--- config.mk ---
export PLATFORM = sky130hd
export DESIGN_NAME = pixel_adjust_stream_flat
export DESIGN_NICKNAME = d
export VERILOG_FILES = /design/src/rtl/pixel_adjust_pkg.sv /design/src/rtl/pixel_adjust_stream_if.sv /design/src/rtl/pixel_adjust_lane.sv /design/src/rtl/pixel_adjust_stream.sv /design/src/flat_wrapper.sv
export SDC_FILE = /design/constraint.sdc
export NUM_CORES = 1
export LEC_CHECK = 0
export BUFFER_PORTS_ARGS = -buffer_cell sky130_fd_sc_hd__buf_4
export CAP_MARGIN = 5
export CORE_MARGIN = 4
export CORE_UTILIZATION = 40
export CTS_CLUSTER_SIZE = 14
export DETAILED_ROUTE_END_ITERATION = 10
export PLACE_DENSITY = 0.59
export SLEW_MARGIN = 5
export SYNTH_ARGS = -nofsm -noshare
export SYNTH_HDL_FRONTEND = slang
export SYNTH_HIERARCHICAL = 1
export SYNTH_SLANG_ARGS = --single-unit
--- constraint.sdc ---
create_clock -name clk -period 8.13 [get_ports clk]
set_clock_uncertainty 0.15 [all_clocks]
set_input_delay 0.4065 -clock clk [delete_from_list [all_inputs] [get_ports clk]]
set_output_delay 0.4065 -clock clk [all_outputs]
set_load 0.01 [all_outputs]
--- src/rtl/pixel_adjust_pkg.sv ---
// Shared types and saturation helper for the pixel adjust stream.
// The mode and state encodings are common to the top level and the per-channel lanes.
package pixel_adjust_pkg;

  typedef enum logic [1:0] {
    MODE_BYPASS   = 2'd0,
    MODE_BRIGHT   = 2'd1,
    MODE_CONTRAST = 2'd2,
    MODE_INVERT   = 2'd3
  } mode_t;

  typedef enum logic [1:0] {
    IDLE   = 2'd0,
    ACTIVE = 2'd1,
    DRAIN  = 2'd2
  } state_t;

  // Width of the signed value handed to sat_pw; must cover every lane intermediate.
  localparam int SAT_W = 32;

  // Clamp a signed value into the unsigned range 0 .. 2^pw-1.
  function automatic logic [SAT_W-1:0] sat_pw(input logic signed [SAT_W-1:0] value,
                                               input int unsigned pw);
    logic signed [SAT_W-1:0] max_val;
    max_val = signed'((SAT_W'(1) << pw) - SAT_W'(1));
    if (value < 0) return '0;
    if (value > max_val) return unsigned'(max_val);
    return unsigned'(value);
  endfunction

endpackage

--- src/rtl/pixel_adjust_stream_if.sv ---
// Configuration, input stream, output stream and status signals of the pixel adjust unit.
// The slave modport is the unit's view; master is the source/sink side.
interface pixel_adjust_stream_if #(
  parameter int PW     = 8,
  parameter int CH     = 3,
  parameter int GAIN_W = 8
);
  logic [1:0]         cfg_mode;
  logic signed [PW:0] cfg_offset;
  logic [GAIN_W-1:0]  cfg_gain;

  logic               in_valid;
  logic               in_ready;
  logic [CH*PW-1:0]   in_data;

  logic               out_valid;
  logic               out_ready;
  logic [CH*PW-1:0]   out_data;
  logic               out_last;

  logic               frame_done;
  logic               busy;

  modport master (
    output cfg_mode, cfg_offset, cfg_gain,
    output in_valid, in_data, out_ready,
    input  in_ready, out_valid, out_data, out_last, frame_done, busy
  );

  modport slave (
    input  cfg_mode, cfg_offset, cfg_gain,
    input  in_valid, in_data, out_ready,
    output in_ready, out_valid, out_data, out_last, frame_done, busy
  );
endinterface

--- src/rtl/pixel_adjust_lane.sv ---
// One channel of the adjust pipeline: stage 1 forms the product/sum terms,
// stage 2 shifts, adds and clamps. Both stages hold while stall is high.
module pixel_adjust_lane
  import pixel_adjust_pkg::*;
#(
  parameter int PW        = 8,
  parameter int GAIN_W    = 8,
  parameter int GAIN_FRAC = 4
) (
  input  logic               clk,
  input  logic               rst,
  input  logic               stall,
  input  mode_t              mode,
  input  logic signed [PW:0] offset,
  input  logic [GAIN_W-1:0]  gain,
  input  logic [PW-1:0]      pix,
  output logic [PW-1:0]      result
);

  localparam int IW   = PW + GAIN_W + 2;
  localparam int MID  = 1 << (PW - 1);
  localparam int MAXV = (1 << PW) - 1;

  logic signed [IW-1:0] pix_s;
  logic signed [IW-1:0] off_s;
  logic signed [IW-1:0] gain_s;
  logic signed [IW-1:0] product;
  logic signed [IW-1:0] term_a_d, term_b_d;
  logic signed [IW-1:0] term_a_q, term_b_q;
  logic signed [IW-1:0] sum;
  logic                 shift_d, shift_q;

  assign pix_s   = signed'(IW'(pix));
  assign off_s   = IW'(offset);
  assign gain_s  = signed'(IW'(gain));
  assign product = (pix_s - IW'(MID)) * gain_s;

  // NOTE: every combinational output gets a default before the case so no latch is inferred.
  always_comb begin
    term_a_d = pix_s;
    term_b_d = '0;
    shift_d  = 1'b0;
    case (mode)
      MODE_BRIGHT:   term_b_d = off_s;
      MODE_CONTRAST: begin
        term_a_d = product;
        term_b_d = IW'(MID) + off_s;
        shift_d  = 1'b1;
      end
      MODE_INVERT:   term_a_d = IW'(MAXV) - pix_s;
      default:       ;
    endcase
  end

  // NOTE: sequential state uses non-blocking assignments so all registers update from pre-edge values.
  always_ff @(posedge clk or posedge rst) begin
    if (rst) begin
      term_a_q <= '0;
      term_b_q <= '0;
      shift_q  <= 1'b0;
    end else if (!stall) begin
      term_a_q <= term_a_d;
      term_b_q <= term_b_d;
      shift_q  <= shift_d;
    end
  end

  // Arithmetic shift keeps the sign of the centred product (floor division).
  assign sum = (shift_q ? (term_a_q >>> GAIN_FRAC) : term_a_q) + term_b_q;

  always_ff @(posedge clk or posedge rst) begin
    if (rst) result <= '0;
    else if (!stall) result <= PW'(sat_pw(SAT_W'(sum), PW));
  end

endmodule

--- src/rtl/pixel_adjust_stream.sv ---
// Streaming brightness/contrast/invert unit: frame FSM, pixel counter, per-frame
// shadow config and the valid/last pipeline around CH arithmetic lanes.
module pixel_adjust_stream
  import pixel_adjust_pkg::*;
#(
  parameter int PW           = 8,
  parameter int CH           = 3,
  parameter int GAIN_W       = 8,
  parameter int GAIN_FRAC    = 4,
  parameter int FRAME_PIXELS = 1166400
) (
  input logic                 clk,
  input logic                 rst,
  pixel_adjust_stream_if.slave bus
);

  localparam int CNT_W = (FRAME_PIXELS > 1) ? $clog2(FRAME_PIXELS) : 1;

  state_t             state_q, state_d;
  logic [CNT_W-1:0]   count_q;
  mode_t              mode_q, mode_eff;
  logic signed [PW:0] offset_q, offset_eff;
  logic [GAIN_W-1:0]  gain_q, gain_eff;

  logic adv, accept, out_hs, frame_start, last_beat;
  logic s1_valid_q, s1_last_q, s2_valid_q, s2_last_q, frame_done_q;
  logic [PW-1:0] lane_out [CH];

  assign adv          = !s2_valid_q || bus.out_ready;
  assign bus.in_ready = adv && (state_q != DRAIN) && !rst;
  assign accept       = bus.in_valid && bus.in_ready;
  assign out_hs       = s2_valid_q && bus.out_ready;
  assign frame_start  = (count_q == '0);
  assign last_beat    = (count_q == CNT_W'(FRAME_PIXELS - 1));

  // The first beat of a frame computes with live config, the same values captured into the shadow.
  assign mode_eff   = frame_start ? mode_t'(bus.cfg_mode) : mode_q;
  assign offset_eff = frame_start ? bus.cfg_offset : offset_q;
  assign gain_eff   = frame_start ? bus.cfg_gain : gain_q;

  always_ff @(posedge clk or posedge rst) begin
    if (rst) begin
      count_q  <= '0;
      mode_q   <= MODE_BYPASS;
      offset_q <= '0;
      gain_q   <= '0;
    end else if (accept) begin
      count_q <= last_beat ? '0 : count_q + CNT_W'(1);
      if (frame_start) begin
        mode_q   <= mode_eff;
        offset_q <= offset_eff;
        gain_q   <= gain_eff;
      end
    end
  end

  // Valid/last travel alongside the lane data; bubbles move as valid=0.
  always_ff @(posedge clk or posedge rst) begin
    if (rst) begin
      s1_valid_q <= 1'b0;
      s1_last_q  <= 1'b0;
      s2_valid_q <= 1'b0;
      s2_last_q  <= 1'b0;
    end else if (adv) begin
      s1_valid_q <= accept;
      s1_last_q  <= accept && last_beat;
      s2_valid_q <= s1_valid_q;
      s2_last_q  <= s1_last_q;
    end
  end

  always_ff @(posedge clk or posedge rst) begin
    if (rst) begin
      state_q      <= IDLE;
      frame_done_q <= 1'b0;
    end else begin
      state_q      <= state_d;
      frame_done_q <= out_hs && s2_last_q;
    end
  end

  always_comb begin
    state_d = state_q;
    case (state_q)
      IDLE:    if (accept) state_d = ACTIVE;
      ACTIVE:  if (accept && last_beat) state_d = DRAIN;
      DRAIN:   if (out_hs && s2_last_q) state_d = IDLE;
      default: state_d = IDLE;
    endcase
  end

  for (genvar c = 0; c < CH; c++) begin : g_lane
    pixel_adjust_lane #(
      .PW        (PW),
      .GAIN_W    (GAIN_W),
      .GAIN_FRAC (GAIN_FRAC)
    ) u_lane (
      .clk    (clk),
      .rst    (rst),
      .stall  (!adv),
      .mode   (mode_eff),
      .offset (offset_eff),
      .gain   (gain_eff),
      .pix    (bus.in_data[c*PW +: PW]),
      .result (lane_out[c])
    );
    assign bus.out_data[c*PW +: PW] = lane_out[c];
  end

  assign bus.out_valid  = s2_valid_q;
  assign bus.out_last   = s2_last_q;
  assign bus.frame_done = frame_done_q;
  assign bus.busy       = (state_q != IDLE);

endmodule

--- src/flat_wrapper.sv ---
// flat-port wrapper written by rule: the top's interface ports become plain ports
module pixel_adjust_stream_flat import pixel_adjust_pkg::*;
#(
  parameter int PW           = 8,
  parameter int CH           = 3,
  parameter int GAIN_W       = 8,
  parameter int GAIN_FRAC    = 4,
  parameter int FRAME_PIXELS = 1166400
)
  (clk, rst, bus_cfg_mode, bus_cfg_offset, bus_cfg_gain, bus_in_valid, bus_in_data, bus_out_ready, bus_in_ready, bus_out_valid, bus_out_data, bus_out_last, bus_frame_done, bus_busy);
  pixel_adjust_stream_if #(.PW(PW), .CH(CH), .GAIN_W(GAIN_W)) bus_i ();
  input logic clk;
  input logic rst;
  input wire logic [$bits(bus_i.cfg_mode)-1:0] bus_cfg_mode;
  input wire logic [$bits(bus_i.cfg_offset)-1:0] bus_cfg_offset;
  input wire logic [$bits(bus_i.cfg_gain)-1:0] bus_cfg_gain;
  input wire logic [$bits(bus_i.in_valid)-1:0] bus_in_valid;
  input wire logic [$bits(bus_i.in_data)-1:0] bus_in_data;
  input wire logic [$bits(bus_i.out_ready)-1:0] bus_out_ready;
  output wire logic [$bits(bus_i.in_ready)-1:0] bus_in_ready;
  output wire logic [$bits(bus_i.out_valid)-1:0] bus_out_valid;
  output wire logic [$bits(bus_i.out_data)-1:0] bus_out_data;
  output wire logic [$bits(bus_i.out_last)-1:0] bus_out_last;
  output wire logic [$bits(bus_i.frame_done)-1:0] bus_frame_done;
  output wire logic [$bits(bus_i.busy)-1:0] bus_busy;
  assign bus_i.cfg_mode = bus_cfg_mode;
  assign bus_i.cfg_offset = bus_cfg_offset;
  assign bus_i.cfg_gain = bus_cfg_gain;
  assign bus_i.in_valid = bus_in_valid;
  assign bus_i.in_data = bus_in_data;
  assign bus_i.out_ready = bus_out_ready;
  assign bus_in_ready = bus_i.in_ready;
  assign bus_out_valid = bus_i.out_valid;
  assign bus_out_data = bus_i.out_data;
  assign bus_out_last = bus_i.out_last;
  assign bus_frame_done = bus_i.frame_done;
  assign bus_busy = bus_i.busy;
  pixel_adjust_stream #(.PW(PW), .CH(CH), .GAIN_W(GAIN_W), .GAIN_FRAC(GAIN_FRAC), .FRAME_PIXELS(FRAME_PIXELS)) u_core (.clk(clk), .rst(rst), .bus(bus_i));
endmodule
==> impl_metrics.tcl <==
set metrics [dict create \
    final_nets 2484 \
    clk_pin_slew_ns 0.07 \
    place_worst_setup_slack_ns 1.58 \
    cts_hold_repair.buffers 1 \
    timing.fmax_mhz 153 \
    setup_viol 0 \
    via_per_inst 5.33 \
    netlist.area_leader.share_pct 21.1 \
    status "finished clean" \
    route.detailed.drc 0 \
    pin_count_of_the_biggest_net_entering_global_routing 63 \
    yosys.cell_count.top_type "inv_1" \
    finalWirelength_um 44200 \
    routed-via-count 14500 \
    netlist_top_cells_area "dfrtp_1 (21%), fa_1 (18%), ha_1 (11%), inv_1 (7.1%), and2_1 (3.8%)" \
    comb_power_share_pct 6.7 \
    globalRouteOverflowTotal 0 \
    timing_hold_violations_final 0 \
    post_dp_cell_area_um2 19900 \
    min_period_over_period_pct 80.5 \
    worstPathArrival_ns 6.72 \
    ios 76 \
    final_design_area_no_fill_um2 20500 \
    wire_length_per_cell_after_detailed_routing_um 16.3 \
    number_of_antenna_violations_at_the_first_check_in_global_routing 1 \
    syn_area_um2 18700 \
    cellPowerDensity_nw_per_um2 85.9 \
    worstPathRequired_ns 8.31 \
    floorplan.die.width_um 224 \
    pwr-share-clk_pct 47.5 \
    floorplan.die_area_um2 50400 \
    ctsHtreeMaxLevel 4 \
    fp-row-count 79 \
    cellLeakagePower_nw 10.2 \
    criticalPathCategory "flop to flop" \
    synth_largest_area_cell "dfrtp_1" \
    pwr-share-seq_pct 45.8 \
    root_buffer "clkbuf_16" \
    globalplace.congestion 0.863 \
    setup_total_negative_slack_ns 0 \
    peakVddDrop_mv 0.0924 \
    tritoncts "yes" \
    p_int_mw 1.29 \
    ys_seq_elements 158 \
    clock_sinks 158 \
    hold_path.class "primary input to flop" \
    first_global_vias 15000 \
    yosysWarnings 6 \
    cts_setup_buffers 0 \
    power.switching_mw 0.471 \
    worstRegToRegCells 22 \
    synth_ff_type "dfrtp_1" \
    starting_density_of_the_core_pct 40.3 \
    cts_max_path_buffers 2 \
    gate_count_of_the_mapped_netlist 2059 \
    detailedRoute.firstPassIterationCount 5 \
    critical_path.max_fanout 24 \
    place_hpwl_um 34500 \
    dieHeight_um 224 \
    netlist-cell-type-count 99 \
    core-area_um2 46500 \
    insertedDiodeCount 0 \
    finalWorstPathRequiredPeriod_ns 6.54 \
    total_design_power_mw 1.76 \
    switching_share_pct 26.7 \
    overall_fraction_of_global_route_tracks_in_use_pct 17.9 \
    detail_route.iter0.violations 747 \
    async_flop_share_pct 100 \
    layout-drive-gt1-share_pct 11.1 \
    syn_nets 2447 \
    worst_skew_pair_later_pin_latency_ns 0.45 \
    num-fill-cells 4518 \
    first_pass_grt_wire_length_um 74800 \
    ant_nets 0 \
    unrepaired_setup_endpoints_after_global_routing "false" \
    worst_slack_ns 1.59 \
    finalMaxSlewViolations 0 \
    post_synth_most_frequent_cells "inv_1 (357), fa_1 (171), ha_1 (170)" \
    cts.repair.resized 0 \
    timing.slew.headroom_pct 30.8 \
    cts-buffers-inserted 17 \
    drv_cap 0 \
    yosysSeqAreaShare_pct 21.1 \
    synth-edff-count 0 \
    worst_pin_slew_ns 1.03 \
    post_synthesis_to_final_layout_area_growth_pct 9.29 \
    io_buffers 75 \
    whs_path_depth 2 \
    startpoint_type "flop" \
    critPathCaptureType "flop" \
    postSynthAreaPerCell_um2 9.10 \
]
## per-stage QoR
stage          util [%]  std cells  hold slack (ns)
2_1_floorplan         -       2059            0.285
3_3_place_gp       42.7       2683            0.295
3_5_place_dp       42.7       2683            0.305
4_1_cts            44.1       2716           0.0193
5_1_grt            44.1       2716           0.0225
6_report           44.1       2716           0.0473
## sequential cells by signal, indices dropped and copies added, names as in the netlist
| name | cells |
|---|---|
| u_core/s1_last_q | 1 |
| u_core/count_q | 21 |
| u_core/state_q | 2 |
| u_core/bus.out_last | 1 |
| u_core/bus.frame_done | 1 |
| u_core/offset_q | 9 |
| u_core/s1_valid_q | 1 |
| u_core/gain_q | 8 |
| u_core/bus.out_valid | 1 |
| u_core/g_lane.u_lane/result | 24 |
| u_core/mode_q | 2 |
| u_core/g_lane.u_lane/shift_q | 3 |
| u_core/g_lane.u_lane/term_a_q | 54 |
| u_core/g_lane.u_lane/term_b_q | 30 |
## logic make-up (layout without fill, tap and decap cells)
group / Yosys count / count (layout) / share of synthesized area, %
AO/OA/AOI/OAI: 408 / 408 / 15.7
AND/OR/NAND/NOR: 570 / 570 / 16.3
adder cells (fa/ha/maj): 341 / 341 / 29.6
multiplexers: 86 / 86 / 5.27
flip-flops: 158 / 158 / 21.1
XOR/XNOR: 71 / 71 / 3.32
buffers and inverters: 425 / 475 / 8.68
## worst max-delay path, cell delays in order, from the launching register on
cell and delay, ns:
dfrtp_1 0.46, nor4_4 0.33, nand2_2 0.13, nor3_4 0.19
buf_4 0.29, mux2_2 0.57, nand2b_1 0.19, inv_1 0.09
fa_1 0.56, inv_1 0.17, fa_1 0.55, inv_1 0.05
fa_1 0.47, inv_1 0.05, fa_1 0.53, inv_1 0.04
ha_1 0.34, or3_1 0.13, o21ai_0 0.10, a211oi_1 0.31
nor3_1 0.11, or3_1 0.35, a32o_1 0.25
## worst paths after layout
kind / to / start / slack (ns)
setup / recovery: u_core/g_lane[0].u_lane/term_a_q[16] / u_core/count_q[9] / 1.59
hold / removal: u_core/gain_q[1] / bus_cfg_gain[1] / 0.05
setup reg to reg: u_core/g_lane[0].u_lane/term_a_q[16] / u_core/count_q[9] / 1.59
hold reg to reg: u_core/bus.out_valid / u_core/s1_valid_q / 0.32
max in group asynchronous: u_core/g_lane[1].u_lane/term_a_q[3] / rst / 6.68
min in group asynchronous: u_core/g_lane[1].u_lane/term_b_q[1] / rst / 0.45
## final cells by class
type,count,area (µm²),area share (%)
Tap cell,607,759,3.71
Multi-Input combinational cell,1476,13200,64.3
Clock inverter,15,196,0.959
Timing Repair Buffer,85,641,3.13
Clock buffer,17,425,2.08
Sequential cell,158,3950,19.3
Inverter,358,1350,6.57
## layout by cell type (no fill, tap or decap), types with 22 or more instances in the layout
master and instances:
a21o_1 27, a21oi_1 82, a22o_1 41, and2_1 115, buf_4 84, dfrtp_1 158, fa_1 171, ha_1 170
inv_1 355, mux2_2 62, nand2_1 156, nand2b_1 32, nand3_1 27, nor2_1 80, nor2b_1 29, nor3_1 31
o21ai_0 70, xnor2_1 49, xor2_1 22
## power groups by stage
stage / registers [mW] / clock network (mW) / logic (mW)
final: 0.806 / 0.835 / 0.119
after global routing: 0.807 / 0.890 / 0.132
after CTS: 0.806 / 0.858 / 0.121
after detailed placement: 0.821 / 0 / 0.120
after global placement: 0.821 / 0 / 0.119
after floorplan: 0.821 / 0 / 0.0595
## metal layers
metal	wire [µm]	share of wire, %	global-route usage (%)
met5	0	0	0
met4	821	1.9	4.58
met3	1920	4.4	2.75
met2	21300	48	30.5
met1	20100	46	24.0
Power figures use the tool's default switching activity.
